File: src/rtl/ex_mem_stage_pkg.sv
// Shared pipeline definitions: control-bundle layout and the EX/MEM
// occupancy state encoding.
package ex_mem_stage_pkg;

  localparam int CTRL_W      = 18;

  localparam int ALU_OP_MSB  = 17;
  localparam int ALU_OP_LSB  = 14;
  localparam int LOAD_BIT    = 13;
  localparam int STORE_BIT   = 12;
  localparam int RF_EN_BIT   = 11;
  localparam int BRANCH_BIT  = 10;

  typedef enum logic [1:0] {
    EMPTY = 2'd0,
    ONE   = 2'd1,
    FULL  = 2'd2
  } occ_state_e;

endpackage

File: src/rtl/ex_mem_stage_entry_reg.sv
// One pipeline entry (ctrl, result, store data, dest packed flat) with a
// load enable and a synchronous clear.
module pipe_entry_reg #(
  parameter int W = 1
) (
  input  logic         clk,
  input  logic         clear,
  input  logic         load,
  input  logic [W-1:0] d,
  output logic [W-1:0] q
);

  // Hold the entry unless explicitly loaded; clear wins over load.
  always_ff @(posedge clk) begin
    if (clear) begin
      q <= '0;
    end else if (load) begin
      q <= d;
    end
  end

endmodule

File: src/rtl/ex_mem_stage.sv
// EX/MEM pipeline register implemented as a two-entry skid buffer
// (head + skid) so in_ready can be registered and never depends on
// out_ready combinationally.
module ex_mem_stage #(
  parameter int DATA_W = 32,
  parameter int CTRL_W = ex_mem_stage_pkg::CTRL_W,
  parameter int REG_W  = 5
) (
  input  logic              clk,
  input  logic              reset,
  input  logic [CTRL_W-1:0] ctrl_in,
  input  logic [DATA_W-1:0] alu_result_in,
  input  logic [DATA_W-1:0] store_data_in,
  input  logic [REG_W-1:0]  dest_in,
  input  logic              in_valid,
  output logic              in_ready,
  input  logic              flush,
  output logic              out_valid,
  input  logic              out_ready,
  output logic [CTRL_W-1:0] ctrl_out,
  output logic [DATA_W-1:0] alu_result_out,
  output logic [DATA_W-1:0] store_data_out,
  output logic [REG_W-1:0]  dest_out,
  output logic              mem_read,
  output logic              mem_write,
  output logic              wb_enable,
  output logic [15:0]       stall_count
);

  import ex_mem_stage_pkg::*;

  localparam int ENT_W = CTRL_W + 2 * DATA_W + REG_W;

  occ_state_e state_p0, state_d;
  logic       in_ready_p0;
  logic       accept, pop;
  logic       load_head, load_skid, head_from_skid;
  logic [ENT_W-1:0] in_entry, head_d, head_p0, skid_p0;

  // Saturating increment for the stall counter.
  function automatic logic [15:0] sat_inc16(input logic [15:0] v);
    return (v == 16'hFFFF) ? v : v + 16'd1;
  endfunction

  assign accept    = in_valid & in_ready_p0;
  assign pop       = out_valid & out_ready;
  assign in_entry  = {ctrl_in, alu_result_in, store_data_in, dest_in};
  assign head_d    = head_from_skid ? skid_p0 : in_entry;

  // Occupancy next-state and entry load decisions; flush empties the stage.
  always_comb begin
    state_d        = state_p0;
    load_head      = 1'b0;
    load_skid      = 1'b0;
    head_from_skid = 1'b0;
    if (flush) begin
      state_d = EMPTY;
    end else begin
      unique case (state_p0)
        EMPTY: begin
          if (accept) begin
            state_d   = ONE;
            load_head = 1'b1;
          end
        end
        ONE: begin
          if (accept && !pop) begin
            state_d   = FULL;
            load_skid = 1'b1;
          end else if (!accept && pop) begin
            state_d   = EMPTY;
          end else if (accept && pop) begin
            load_head = 1'b1;
          end
        end
        FULL: begin
          if (pop) begin
            state_d        = ONE;
            load_head      = 1'b1;
            head_from_skid = 1'b1;
          end
        end
        default: state_d = EMPTY;
      endcase
    end
  end

  // State register plus registered in_ready derived from the next state.
  always_ff @(posedge clk) begin
    if (reset) begin
      state_p0    <= EMPTY;
      in_ready_p0 <= 1'b1;
    end else begin
      state_p0    <= state_d;
      in_ready_p0 <= (state_d != FULL);
    end
  end

  // Count cycles where MEM holds off a valid head; flush does not affect it.
  always_ff @(posedge clk) begin
    if (reset) begin
      stall_count <= 16'd0;
    end else if (out_valid && !out_ready) begin
      stall_count <= sat_inc16(stall_count);
    end
  end

  pipe_entry_reg #(.W(ENT_W)) u_head (
    .clk   (clk),
    .clear (reset),
    .load  (load_head),
    .d     (head_d),
    .q     (head_p0)
  );

  pipe_entry_reg #(.W(ENT_W)) u_skid (
    .clk   (clk),
    .clear (reset),
    .load  (load_skid),
    .d     (in_entry),
    .q     (skid_p0)
  );

  assign in_ready  = in_ready_p0;
  assign out_valid = (state_p0 != EMPTY);
  assign {ctrl_out, alu_result_out, store_data_out, dest_out} = head_p0;
  assign mem_read  = out_valid & ctrl_out[LOAD_BIT];
  assign mem_write = out_valid & ctrl_out[STORE_BIT];
  assign wb_enable = out_valid & ctrl_out[RF_EN_BIT];

endmodule

File: config.mk
export PLATFORM = sky130hd
export DESIGN_NAME = ex_mem_stage
export DESIGN_NICKNAME = d
export VERILOG_FILES = /design/src/rtl/ex_mem_stage_pkg.sv /design/src/rtl/ex_mem_stage_entry_reg.sv /design/src/rtl/ex_mem_stage.sv
export SDC_FILE = /design/constraint.sdc
export NUM_CORES = 1
export LEC_CHECK = 0
export BUFFER_PORTS_ARGS = -buffer_cell sky130_fd_sc_hd__buf_2
export CAP_MARGIN = 25
export CORE_ASPECT_RATIO = 1.2
export CORE_MARGIN = 3
export CORE_UTILIZATION = 50
export CTS_CLUSTER_SIZE = 16
export DETAILED_ROUTE_END_ITERATION = 12
export GPL_TIMING_DRIVEN = 0
export PLACE_DENSITY = 0.74
export SLEW_MARGIN = 40
export SYNTH_ARGS = -nofsm -noshare
export SYNTH_HDL_FRONTEND = slang
export SYNTH_SLANG_ARGS = --single-unit
export TNS_END_PERCENT = 30
File: constraint.sdc
create_clock -name clk -period 5.49 [get_ports clk]
set_input_delay 1.647 -clock clk [delete_from_list [all_inputs] [get_ports clk]]
set_output_delay 1.647 -clock clk [all_outputs]
set_load 0.05 [all_outputs]
==> qor.yml <==
detailed_routing:
  via_per_inst: 5.55
  drtAntennaViolNets: 0
  routed_wl_um: 21900
  vias: 7471
  drt_iter0_markers: 439
  drc: 0
  routedWlPerCell_um: 16.3
  first_pass_iters: 5
global_route:
  first_global_vias: 6666
  grt_max_degree: 19
  antenna_found_initial: 1
  grt_overflow: 0
  grt_first_pass_wirelength_um: 33900
  grt_usage_pct: 24.1
cts:
  postCtsSetupBuffers: 0
  path_clk_slew_ns: 0.06
  cts_buffers: 17
  htree_levels: 4
  cts_buffer_depth: 2
  cts.sink_count: 193
  hold_buffers: 0
  cts_tree: "done"
  cts-root-buf: "clkbuf_16"
  post_cts_resized: 0
  clock_latency_ns: 0.43
worst_setup_path:
  cp_slowest_cell: "nor3_2"
  cpMostUsedCell: "buf_2"
  endpoint_kind: "flop"
  crit_arrival_ns: 3.65
  path_max_fanout: 10
  cp_cell_sequence: "buf_2 > nand2b_1 > nor3_2 > buf_2 > buf_1 > nand2_1 > a21oi_1"
  slowest_delay_ns: 0.63
  worstPathRequired_ns: 5.84
  start_kind: "input port"
  setup.worst_path.class: "in2reg"
sta:
  slew_violations: 0
  clock_skew_ns: 0.00806
  rsz0062_at_grt: "no"
  setup_viol: 0
  finalCritPeriodShare_pct: 60.1
  period_needed_ns: 3.30
  setup_tns_ns: 0
  slew_headroom_pct: 45.4
  final.setup.worst_slack_ns: 2.19
  hold_viol_final: 0
  tightestPinTransition_ns: 0.819
  max_freq_ghz: 0.303
die:
  dieArea_um2: 17600
  coreArea_um2: 15700
  die_w_um: 122
  start_util_pct: 51.2
  rows: 50
  fp.dieH_um: 145
  pin_count: 200
pwr:
  clkPwrFrac_pct: 38.7
  seqPwrFrac_pct: 47.0
  p_total_mw: 3.15
  power.density_nw_per_um2: 319
  combPwrFrac_pct: 14.4
  irDropWorstVdd_v: 0.000171
  power.switching_mw: 0.922
  leakagePower_nw: 3.57
  swShare_pct: 29.3
  p_int_mw: 2.23
finish:
  fillers: 1440
  synthToLayoutAreaGrowth_pct: 22.9
  final_cell_area_um2: 9880
  fin_cells: 1347
  nets: 1218
  drive_gt1_share_pct: 22.4
synthesis:
  synth.net_count: 1001
  syn_inst: 908
  ys_types: 37
  ys_seq_area_share_pct: 48.1
  synth-main-ff-cell: "dfxtp_1"
  synth_warnings: 0
  syn-cell-area_um2: 8040
  syn_avg_cell_area_um2: 8.85
  synthArstFlopShare_pct: 0
  ys_ff_latch: 193
  synth_edf_count: 0
placed_design:
  place_area_um2: 9290
  dp_worst_setup_slack_ns: 1.77
  place.gp.congestion: 0.840
  dp_hpwl_um: 15600
  numPortBuffers: 198
  dp.cells: 1314
run_status:
  status: "finished clean"
worst_hold_path:
  hold_path_class: "reg2reg"
flow_run:
  maxCapViolCount: 0
==> power by group through the flow <==
stage	Clock, mW	Combinational (mW)	Sequential (mW)
6_report	1.22	0.452	1.48
5_1_grt	1.30	0.486	1.48
4_1_cts	1.24	0.453	1.48
3_5_place_dp	0	0.452	1.51
3_3_place_gp	0	0.447	1.51
2_1_floorplan	0	0.153	1.67
==> final cells by class <==
| class | count | area (um^2) | area share [%] |
|---|---|---|---|
| multi-input combinational | 621 | 3800 | 38.5 |
| tap | 208 | 260 | 2.63 |
| antenna | 1 | 2.50 | 0.0253 |
| timing repair buffer | 198 | 991 | 10.0 |
| inverter | 6 | 22.5 | 0.228 |
| clock inverter | 14 | 143 | 1.44 |
| buffer | 88 | 358 | 3.62 |
| clock buffer | 18 | 439 | 4.45 |
| sequential | 193 | 3860 | 39.1 |
==> synthesized netlist by cell type (7+ instances only) <==
master | n | share of area (%)
mux2i_1 | 88 | 11
a21oi_1 | 184 | 11
o31ai_1 | 7 | 0.65
nand3_1 | 10 | 0.62
buf_2 | 13 | 0.81
or4_1 | 8 | 0.75
dfxtp_1 | 193 | 48
nand2_1 | 182 | 8.5
a311oi_1 | 87 | 9.5
nor2b_1 | 8 | 0.62
clkbuf_1 | 67 | 3.1
==> kinds of logic (layout without fill, tap and decap cells) <==
group / count (synthesis) / in the layout / synth area share [%]
and+or+nand+nor: 238 / 238 / 12.9
DFF: 193 / 193 / 48.1
other: 0 / 1 / 0
adders and majority gates: 1 / 1 / 0.156
AOI/OAI and AO/OA: 289 / 289 / 22.5
buffers and inverters: 94 / 324 / 4.73
xor gates and xnor gates: 1 / 1 / 0.109
muxes: 92 / 92 / 11.5
==> state kept, by name, summed over array words and instances (netlist names) <==
| signal | flops |
|---|---|
| stall_count | 16 |
| in_ready | 1 |
| u_skid.q | 87 |
| u_head.q | 87 |
| state_p0 | 2 |
==> per-layer routing <==
metal / routed length [um] / track usage, % / up-vias
met5: 0 / 0 / -
met4: 553 / 8.85 / 0
met3: 1340 / 5.37 / 41
met2: 10700 / 39.4 / 231
met1: 9300 / 31.6 / 3458
li1: - / - / 3741
==> path summary, 6_finish.rpt <==
check | slack [ns] | startpoint | depth (start not counted) | endpoint
hold / removal | 0.45 | u_skid.q[62] | 2 | u_skid.q[62]
setup / recovery | 2.19 | out_ready | 7 | u_skid.q[61]
hold reg to reg | 0.45 | u_skid.q[62] | 2 | u_skid.q[62]
setup reg to reg | 3.07 | state_p0[1] | 6 | u_head.q[46]
==> cell usage in the layout, fill, tap and decap left out, drive strengths merged, types with 2 or more instances in the layout <==
cell      Yosys  layout
dfxtp       193     193
a211oi        2       2
or4           9       9
or3           2       2
buf          21     219
nand3b        3       3
a311oi       87      87
nor3          4       4
o21bai        2       2
mux2i        88      88
mux2          4       4
o21ai         4       4
o31ai         7       7
clkbuf       67      85
clkinvlp      0       5
nand2       182     182
nor2b         8       8
nand4         4       4
inv           6      13
nor4          4       4
a21oi       184     184
nor2          6       6
nand3        10      10
==> per-stage QoR <==
step                      hold slack (ns)  util [%]
after floorplan                     0.436         -
after global placement              0.441      59.2
after detailed placement            0.447      59.2
after CTS                           0.457      62.9
after global routing                0.469      62.9
final                               0.454      62.9
==> worst max-delay path: cells and delay by family <==
family / cells / cell delay (ns)
AO/OA/AOI/OAI: 1 / 0.13
buffers and inverters: 3 / 0.94
AND/OR/NAND/NOR: 3 / 0.93
(Power assumes the default switching activity.)
